### config.mk
export PLATFORM = sky130hd
export DESIGN_NAME = avg_sample_collector
export DESIGN_NICKNAME = d
export VERILOG_FILES = /design/src/rtl/avg_sample_collector.sv
export SDC_FILE = /design/constraint.sdc
export NUM_CORES = 1
export LEC_CHECK = 0
export ABC_AREA = 1
export CORE_UTILIZATION = 44
export CTS_CLUSTER_DIAMETER = 60
export CTS_CLUSTER_SIZE = 16
export DETAILED_ROUTE_END_ITERATION = 7
export PLACE_DENSITY = 0.77
export SLEW_MARGIN = 20
export SYNTH_ARGS = -nofsm -noshare
export SYNTH_HDL_FRONTEND = slang
export SYNTH_SLANG_ARGS = --single-unit
### constraint.sdc
create_clock -name Clk -period 1.65 [get_ports Clk]
set_clock_uncertainty 0.1 [all_clocks]
set_input_delay 0.4125 -clock Clk [delete_from_list [all_inputs] [get_ports Clk]]
set_output_delay 0.4125 -clock Clk [all_outputs]
set_load 0.01 [all_outputs]
### src/rtl/avg_sample_collector.sv
// Serial-to-parallel feeder for the eight-input pipelined averager: packs up to
// eight samples into a..h/num, holds them for the averager latency, then flags avg_valid.
module avg_sample_collector #(
  parameter int DATAW       = 16,
  parameter int HOLD_CYCLES = 8
) (
  input  logic             Clk,
  input  logic             Rst,
  input  logic [DATAW-1:0] in_data,
  input  logic             in_valid,
  output logic             in_ready,
  input  logic             flush,
  output logic [DATAW-1:0] a,
  output logic [DATAW-1:0] b,
  output logic [DATAW-1:0] c,
  output logic [DATAW-1:0] d,
  output logic [DATAW-1:0] e,
  output logic [DATAW-1:0] f,
  output logic [DATAW-1:0] g,
  output logic [DATAW-1:0] h,
  output logic [DATAW-1:0] num,
  output logic             out_valid,
  output logic             avg_valid
);

  typedef enum logic {FILL, HOLD} state_t;

  localparam logic [7:0] HOLD_LAST = 8'(HOLD_CYCLES - 1);

  state_t           state_q, state_d;
  logic [2:0]       count_q, count_d;
  logic [3:0]       count_inc;
  logic [DATAW-1:0] slot_q [8];
  logic [DATAW-1:0] slot_d [8];
  logic [DATAW-1:0] num_q, num_d;
  logic [7:0]       hold_q, hold_d;
  logic             avg_valid_q, avg_valid_d;

  always_comb begin
    state_d     = state_q;
    count_d     = count_q;
    slot_d      = slot_q;
    num_d       = num_q;
    hold_d      = hold_q;
    avg_valid_d = 1'b0;
    count_inc   = {1'b0, count_q} + 4'd1;
    in_ready    = (state_q == FILL);
    out_valid   = (state_q == HOLD);

    case (state_q)
      FILL: begin
        if (in_valid) begin
          // The sample lands first; a same-cycle flush then closes the group around it.
          slot_d[count_q] = in_data;
          if (count_q == 3'd7 || flush) begin
            num_d   = DATAW'(count_inc);
            count_d = 3'd0;
            hold_d  = 8'd0;
            state_d = HOLD;
          end else begin
            count_d = count_inc[2:0];
          end
        end else if (flush && count_q != 3'd0) begin
          num_d   = DATAW'(count_q);
          count_d = 3'd0;
          hold_d  = 8'd0;
          state_d = HOLD;
        end
      end
      HOLD: begin
        if (hold_q == HOLD_LAST) begin
          state_d     = FILL;
          hold_d      = 8'd0;
          avg_valid_d = 1'b1;
          for (int i = 0; i < 8; i++) slot_d[i] = '0;
        end else begin
          hold_d = hold_q + 8'd1;
        end
      end
      default: state_d = FILL;
    endcase
  end

  always_ff @(posedge Clk) begin
    if (!Rst) begin
      state_q     <= FILL;
      count_q     <= 3'd0;
      num_q       <= '0;
      hold_q      <= 8'd0;
      avg_valid_q <= 1'b0;
      for (int i = 0; i < 8; i++) slot_q[i] <= '0;
    end else begin
      state_q     <= state_d;
      count_q     <= count_d;
      num_q       <= num_d;
      hold_q      <= hold_d;
      avg_valid_q <= avg_valid_d;
      slot_q      <= slot_d;
    end
  end

  assign a         = slot_q[0];
  assign b         = slot_q[1];
  assign c         = slot_q[2];
  assign d         = slot_q[3];
  assign e         = slot_q[4];
  assign f         = slot_q[5];
  assign g         = slot_q[6];
  assign h         = slot_q[7];
  assign num       = num_q;
  assign avg_valid = avg_valid_q;

endmodule

==> flow_summary_export.csv, run 1 <==
group,metric,value,unit
setup_path,ff2ff_setup_slack,0.03,ns
logic_synthesis,synth_warnings,0,
routing,drt_pass1_iterations,5,
setup_path,cp-end-kind,"output port",
setup_path,crit_arrival,1.11,ns
timing,setup_viol,0,
setup_path,critPathLaunchType,"flop",
global_route,track_usage,0.267,
timing,finalCritPeriodShare,0.982,
die,die_area,0.0144,mm²
timing,rsz0062_at_grt,"true",
timing,final.setup.worst_slack,0.0296,ns
logic_synthesis,synthTopCellsByArea,"dfxtp_1 47%, nand3_1 12%, nand2_1 11%, a21oi_1 10%, nor2_1 2.8%",
routing,drc_errors,0,
clock_tree,clock_sinks,145,
setup_path,crit_required,1.14,ns
routing,vias,6405,
clock_tree,worstSkewPairLatency,0.43,ns
setup_path,path_buf_inv,1,
clock_tree,clk_pin_slew,0.06,ns
min_path,hold_class,"reg2reg",
min_path,min_from,"num[3]$_SDFFE_PN0P_",
clock_tree,holdBufCountCts,0,
global_route,antenna_found_initial,0,
logic_synthesis,yosysTopAreaCell,"dfxtp_1",
setup_path,reg2reg_from,"count_q[0]$_SDFFE_PN0P_",
setup_path,crit_slowest_cell,"dfxtp_1",
placement,pre_cts_slack,-0.521,ns
pwr,swShare,0.247,
logic_synthesis,ys_ff_latch,145,
pwr,internal_power,6570,µW
global_route,grt_pass1_wl,29.6,mm
placement,hpwl,13.1,mm
pwr,p_sw,2160,µW
pwr,power_density,980,mW/mm²
layout,final_common_cell,"nand2_1",
layout,antennaDiodeCount,0,
die,core,0.0134,mm²
pwr,p_seq_frac,0.418,
layout,fin_util,0.665,
pwr,combPwrFrac,0.112,
pwr,power,8730,µW
die,start_util,0.458,
clock_tree,root_buffer,"clkbuf_16",
die,die_w,120,µm
die,io_pins,167,
routing,drt-wirelength-per-cell,16.2,µm
clock_tree,cts_tree,"done",
clock_tree,clk_path_buf_depth,2,
layout,mostFrequentLayoutCells,"184 x nand2_1, 139 x nand3_1, 139 x dfxtp_1, 135 x dlygate4sd2_1, 123 x a21oi_1",
timing,whs,0.371,ns
placement,portBuffers,154,
logic_synthesis,synthCells,813,
setup_path,startpoint,"e[15]$_SDFFE_PN0P_",
routing,wirelength,19.5,mm
timing,slew_viol_final,0,
logic_synthesis,syn_area_per_cell,7.54,µm²
pwr,max-vdd-ir-drop,648,µV
setup_path,critPathTopFamily,"flip-flops",
global_route,grt_start_max_net_pins,71,
routing,first_iter_violations,756,
layout,layout.cells.non_filler,1204,
clock_tree,cts-buffers-inserted,17,
logic_synthesis,synthDistinctLibCells,27,
timing,finalHoldViolCount,0,
layout,area_growth,45.3,%
die,rows,42,
placement,gp_congestion,0.917,
layout,fin_nets,1040,
layout,regArea,0.00292,mm²
layout,multi_input_area,0.00279,mm²
routing,ant_nets,0,
setup_path,path_cells,"dlygate4sd2_1",
setup_path,cp_max_fo,2,
global_route,grt_pass1_vias,5878,
outcome,status,"finished clean",
pwr,power.leakage,0.00407,µW
placement,dpl.cell_count,1170,
global_route,overflow,0,
layout,drive_gt1_frac,0.157,
job,maxCapViolCount,0,
timing,max_freq,617,MHz
setup_path,path_class,"reg2out",
setup_path,cp_slowest_stage_delay,0.39,ns
layout,nFillCells,1159,
pwr,p_clk_frac,0.470,
logic_synthesis,synthesis.area,0.00613,mm²
timing,fin_crit,1.62,ns
clock_tree,h-tree-depth,4,
logic_synthesis,yosysSeqAreaShare,0.473,
routing,via_per_inst,5.32,
die,die-height,120,µm
logic_synthesis,synthDominantCellAreaShare,0.473,
==> repair_timing <==
| item | in CTS | in global routing |
|---|---|---|
| setup buffers | 0 | 1 |
| cloned | 0 | 2 |
| pin swaps | 2 | 5 |
| setup endpoints to repair | 172 | 52 |
| resized for setup | 145 | 13 |
==> final timing paths <==
check                        endpoint  depth (start not counted)
setup reg to reg  num[1]$_SDFFE_PN0P_                          9
hold / removal    num[3]$_SDFFE_PN0P_                          2
setup / recovery                e[15]                          1
hold reg to reg   num[3]$_SDFFE_PN0P_                          2
==> routing by layer <==
metal,vias up,GRT usage,share of wire
met1,2967,0.344,0.41
li1,3066,-,-
met5,-,0,0
met3,43,0.0646,0.091
met2,329,0.425,0.47
met4,0,0.109,0.027
==> per-stage QoR <==
| stage | TNS (ns) | cell area [µm²] |
|---|---|---|
| detailed placement | -56.94 | 8340 |
| global placement | -49.25 | 8340 |
| CTS | 0 | 8820 |
| floorplan | 0 | 6170 |
| finish | 0 | 8910 |
| global route | -0.161 | 8910 |
==> flip-flops by register name, indices dropped and copies added, names as in the netlist <==
signal,flops
b,16
d,16
h,16
hold_q,8
f,16
e,16
a,16
avg_valid,1
out_valid,1
c,16
g,16
count_q,3
num,4
==> Yosys cell counts <==
library cell / n
inv_2: 6
nor2_2: 10
nand2_4: 2
nand3b_1: 14
inv_1: 32
o21ai_0: 9
nand3_1: 142
clkbuf_1: 19
inv_4: 2
nor3_1: 10
nor2_1: 45
nand2_2: 5
dfxtp_1: 145
xor2_1: 1
conb_1: 1
nand4_1: 1
buf_2: 22
nor3_4: 1
a21oi_1: 123
nand3_2: 2
buf_6: 4
o21bai_1: 2
nor2_8: 1
nand2_1: 185
nor2_4: 4
buf_4: 21
ha_1: 4
==> layout make-up <==
class	instances	share of cell area
flip-flops and latches	145	0.327
multi-input cells	573	0.313
repair buffers	239	0.247
clock buffers	20	0.0501
well taps	176	0.0247
clock inverters	11	0.0204
inverters	40	0.0176
==> cells by family (layout without fill, tap and decap cells) <==
logic type,after synthesis,after routing,share of synthesized area
AND/OR/NAND/NOR,422,422,0.318
flip-flops,145,145,0.473
AO/OA/AOI/OAI,134,134,0.110
buffers and inverters,106,310,0.0879
adder cells (fa/ha/maj),4,4,0.00816
other,1,12,0.000611
XOR/XNOR,1,1,0.00143
==> power groups by stage <==
stage / sequential, µW / clock, µW / combinational (µW)
after floorplan: 3750 / 0 / 463
after detailed placement: 3720 / 0 / 1000
after CTS: 3640 / 4130 / 961
final: 3650 / 4110 / 979
after global routing: 3650 / 4280 / 1060
after global placement: 3720 / 0 / 994
No activity file was read; power rests on OpenSTA's default activity.
==> run 2, diff against run 1 <==
--- a/config.mk
+++ b/config.mk
@@ -7,11 +7,11 @@
 export LEC_CHECK = 0
 export ABC_AREA = 1
 export CORE_UTILIZATION = 44
-export CTS_CLUSTER_DIAMETER = 60
 export CTS_CLUSTER_SIZE = 16
 export DETAILED_ROUTE_END_ITERATION = 7
 export PLACE_DENSITY = 0.77
-export SLEW_MARGIN = 20
+export SKIP_CTS_REPAIR_TIMING = 1
+export SLEW_MARGIN = 5
 export SYNTH_ARGS = -nofsm -noshare
 export SYNTH_HDL_FRONTEND = slang
 export SYNTH_SLANG_ARGS = --single-unit
==> run 2 against run 1 <==
Routed wire length up 6.2%. Critical endpoint is now g[1]$_SDFFE_PN0P_. Global-route usage down 0.11 points. Sequential power hardly changed. Combinational power increased by 4%. Maximum frequency decreased by 0.91%.
==> flow_summary_export.csv, run 2 (same netlist as run 1, synthesis figures left out) <==
group,metric,value,unit
global_route,grt_pass1_wl,29.5,mm
min_path,hold_class,"reg2reg",
clock_tree,clock_sinks,145,
placement,pre_cts_slack,-0.521,ns
timing,finalCritPeriodShare,0.991,
clock_tree,cts-buffers-inserted,17,
placement,gp_congestion,0.917,
setup_path,cp_slowest_stage_delay,0.36,ns
global_route,grt_start_max_net_pins,71,
routing,drc_errors,0,
setup_path,cp_max_fo,23,
timing,fin_crit,1.64,ns
layout,drive_gt1_frac,0.167,
pwr,power_density,920,mW/mm²
clock_tree,worstSkewPairLatency,0.43,ns
job,maxCapViolCount,0,
setup_path,cp-end-kind,"flop",
routing,ant_nets,0,
timing,rsz0062_at_grt,"true",
layout,area_growth,56.0,%
placement,placed_area,0.00834,mm²
setup_path,r2r_end,"g[1]$_SDFFE_PN0P_",
placement,hpwl,13.1,mm
timing,whs,0.375,ns
routing,wirelength,20.7,mm
placement,portBuffers,154,
layout,nFillCells,978,
setup_path,crit_arrival,1.90,ns
routing,first_iter_violations,739,
layout,regArea,0.00291,mm²
setup_path,crit_required,1.91,ns
routing,vias,6515,
routing,drt-wirelength-per-cell,17.2,µm
routing,via_per_inst,5.39,
timing,setup_viol,0,
setup_path,startpoint,"hold_q[1]$_SDFFE_PN0P_",
clock_tree,root_buffer,"clkbuf_16",
layout,fin_nets,1045,
clock_tree,clk_path_buf_depth,2,
die,rows,42,
die,die_w,120,µm
die,die_area,0.0144,mm²
setup_path,path_buf_inv,1,
layout,final_common_cell,"nand2_1",
pwr,power,8800,µW
setup_path,critPathTopFamily,"simple AND/OR/NAND/NOR gates",
setup_path,endpoint,"g[1]$_SDFFE_PN0P_",
layout,multi_input_area,0.00284,mm²
global_route,antenna_found_initial,0,
die,io_pins,167,
setup_path,reg2reg_from,"hold_q[1]$_SDFFE_PN0P_",
layout,mostFrequentLayoutCells,"180 x nand2_1, 139 x nand3_1, 139 x dfxtp_1, 136 x dlymetal6s2s_1, 121 x a21oi_1",
setup_path,ff2ff_setup_slack,0.01,ns
setup_path,r2r.worst_path.cells,8,
setup_path,crit_slowest_cell,"dfxtp_2",
layout,final_area,0.00957,mm²
die,start_util,0.458,
timing,final.setup.worst_slack,0.0147,ns
setup_path,path_class,"reg2reg",
die,core,0.0134,mm²
die,die-height,120,µm
pwr,max-vdd-ir-drop,650,µV
setup_path,cp.depth,8,
clock_tree,cts_tree,"done",
setup_path,critPathLaunchType,"flop",
outcome,status,"finished clean",
timing,finalHoldViolCount,0,
global_route,track_usage,0.266,
layout,antennaDiodeCount,0,
timing,slew_viol_final,0,
global_route,overflow,0,
setup_path,path_cells,"ha_4, nand3_2, nor2_4, nand2_8, buf_12, nand2_2, nand2_1, a21oi_2",
global_route,grt_pass1_vias,5857,
routing,drt_pass1_iterations,5,
timing,max_freq,612,MHz
clock_tree,clk_pin_slew,0.06,ns
timing,tns,0,ns
clock_tree,h-tree-depth,4,
pwr,power.leakage,0.00597,µW
[run 2: cell types whose count changed in the layout (fill, tap and decap cells not counted), sizes merged]
cell,change
dlymetal6s2s,+136
dlygate4sd2,-135
nand2,+1
clkbuf,+3
[run 2: layout make-up]
class / count / area share
flip-flops and latches: 145 / 0.304
multi-input cells: 574 / 0.296
repair buffers: 243 / 0.294
clock buffers: 20 / 0.0467
well taps: 176 / 0.0230
clock inverters: 11 / 0.0190
inverters: 40 / 0.0163
[run 2: metal layers]
layer,global-route usage,share of wire,vias to the layer above
met5,0,0,-
met4,0.109,0.023,0
met2,0.421,0.48,319
met3,0.0651,0.085,44
met1,0.344,0.41,3073
li1,-,-,3079
[run 2: where the power goes]
part | total (µW) | internal, µW | switching, µW | leakage, µW
logic | 1020 | 440 | 582 | 0.00450
registers | 3650 | 3590 | 60.2 | 0.00117
clock network | 4130 | 2580 | 1550 | 0.000298
total | 8800 | 6610 | 2200 | 0.00597
[run 2: worst min-delay path by stage]
stage	cells after the start	to	startpoint	slack, ns
after floorplan	2	hold_q[3]$_SDFFE_PN0P_	hold_q[3]$_SDFFE_PN0P_	0.35
after CTS	2	a[10]$_SDFFE_PN0P_	a[10]$_SDFFE_PN0P_	0.38
after global placement	2	b[9]$_SDFFE_PN0P_	b[9]$_SDFFE_PN0P_	0.36
after detailed placement	2	a[10]$_SDFFE_PN0P_	a[10]$_SDFFE_PN0P_	0.37
final	2	num[3]$_SDFFE_PN0P_	num[3]$_SDFFE_PN0P_	0.38
after global routing	2	num[3]$_SDFFE_PN0P_	num[3]$_SDFFE_PN0P_	0.39
[run 2: worst min-delay path: stages, from the launching register on]
cell and delay (ns):
dfxtp_1 0.31, nand3_1 0.08, nand2_1 0.04
[run 2: metrics by stage]
step,std cells,util
after floorplan,824,-
after global placement,1170,0.622
after detailed placement,1170,0.622
after CTS,1201,0.669
after global routing,1209,0.714
final,1209,0.714
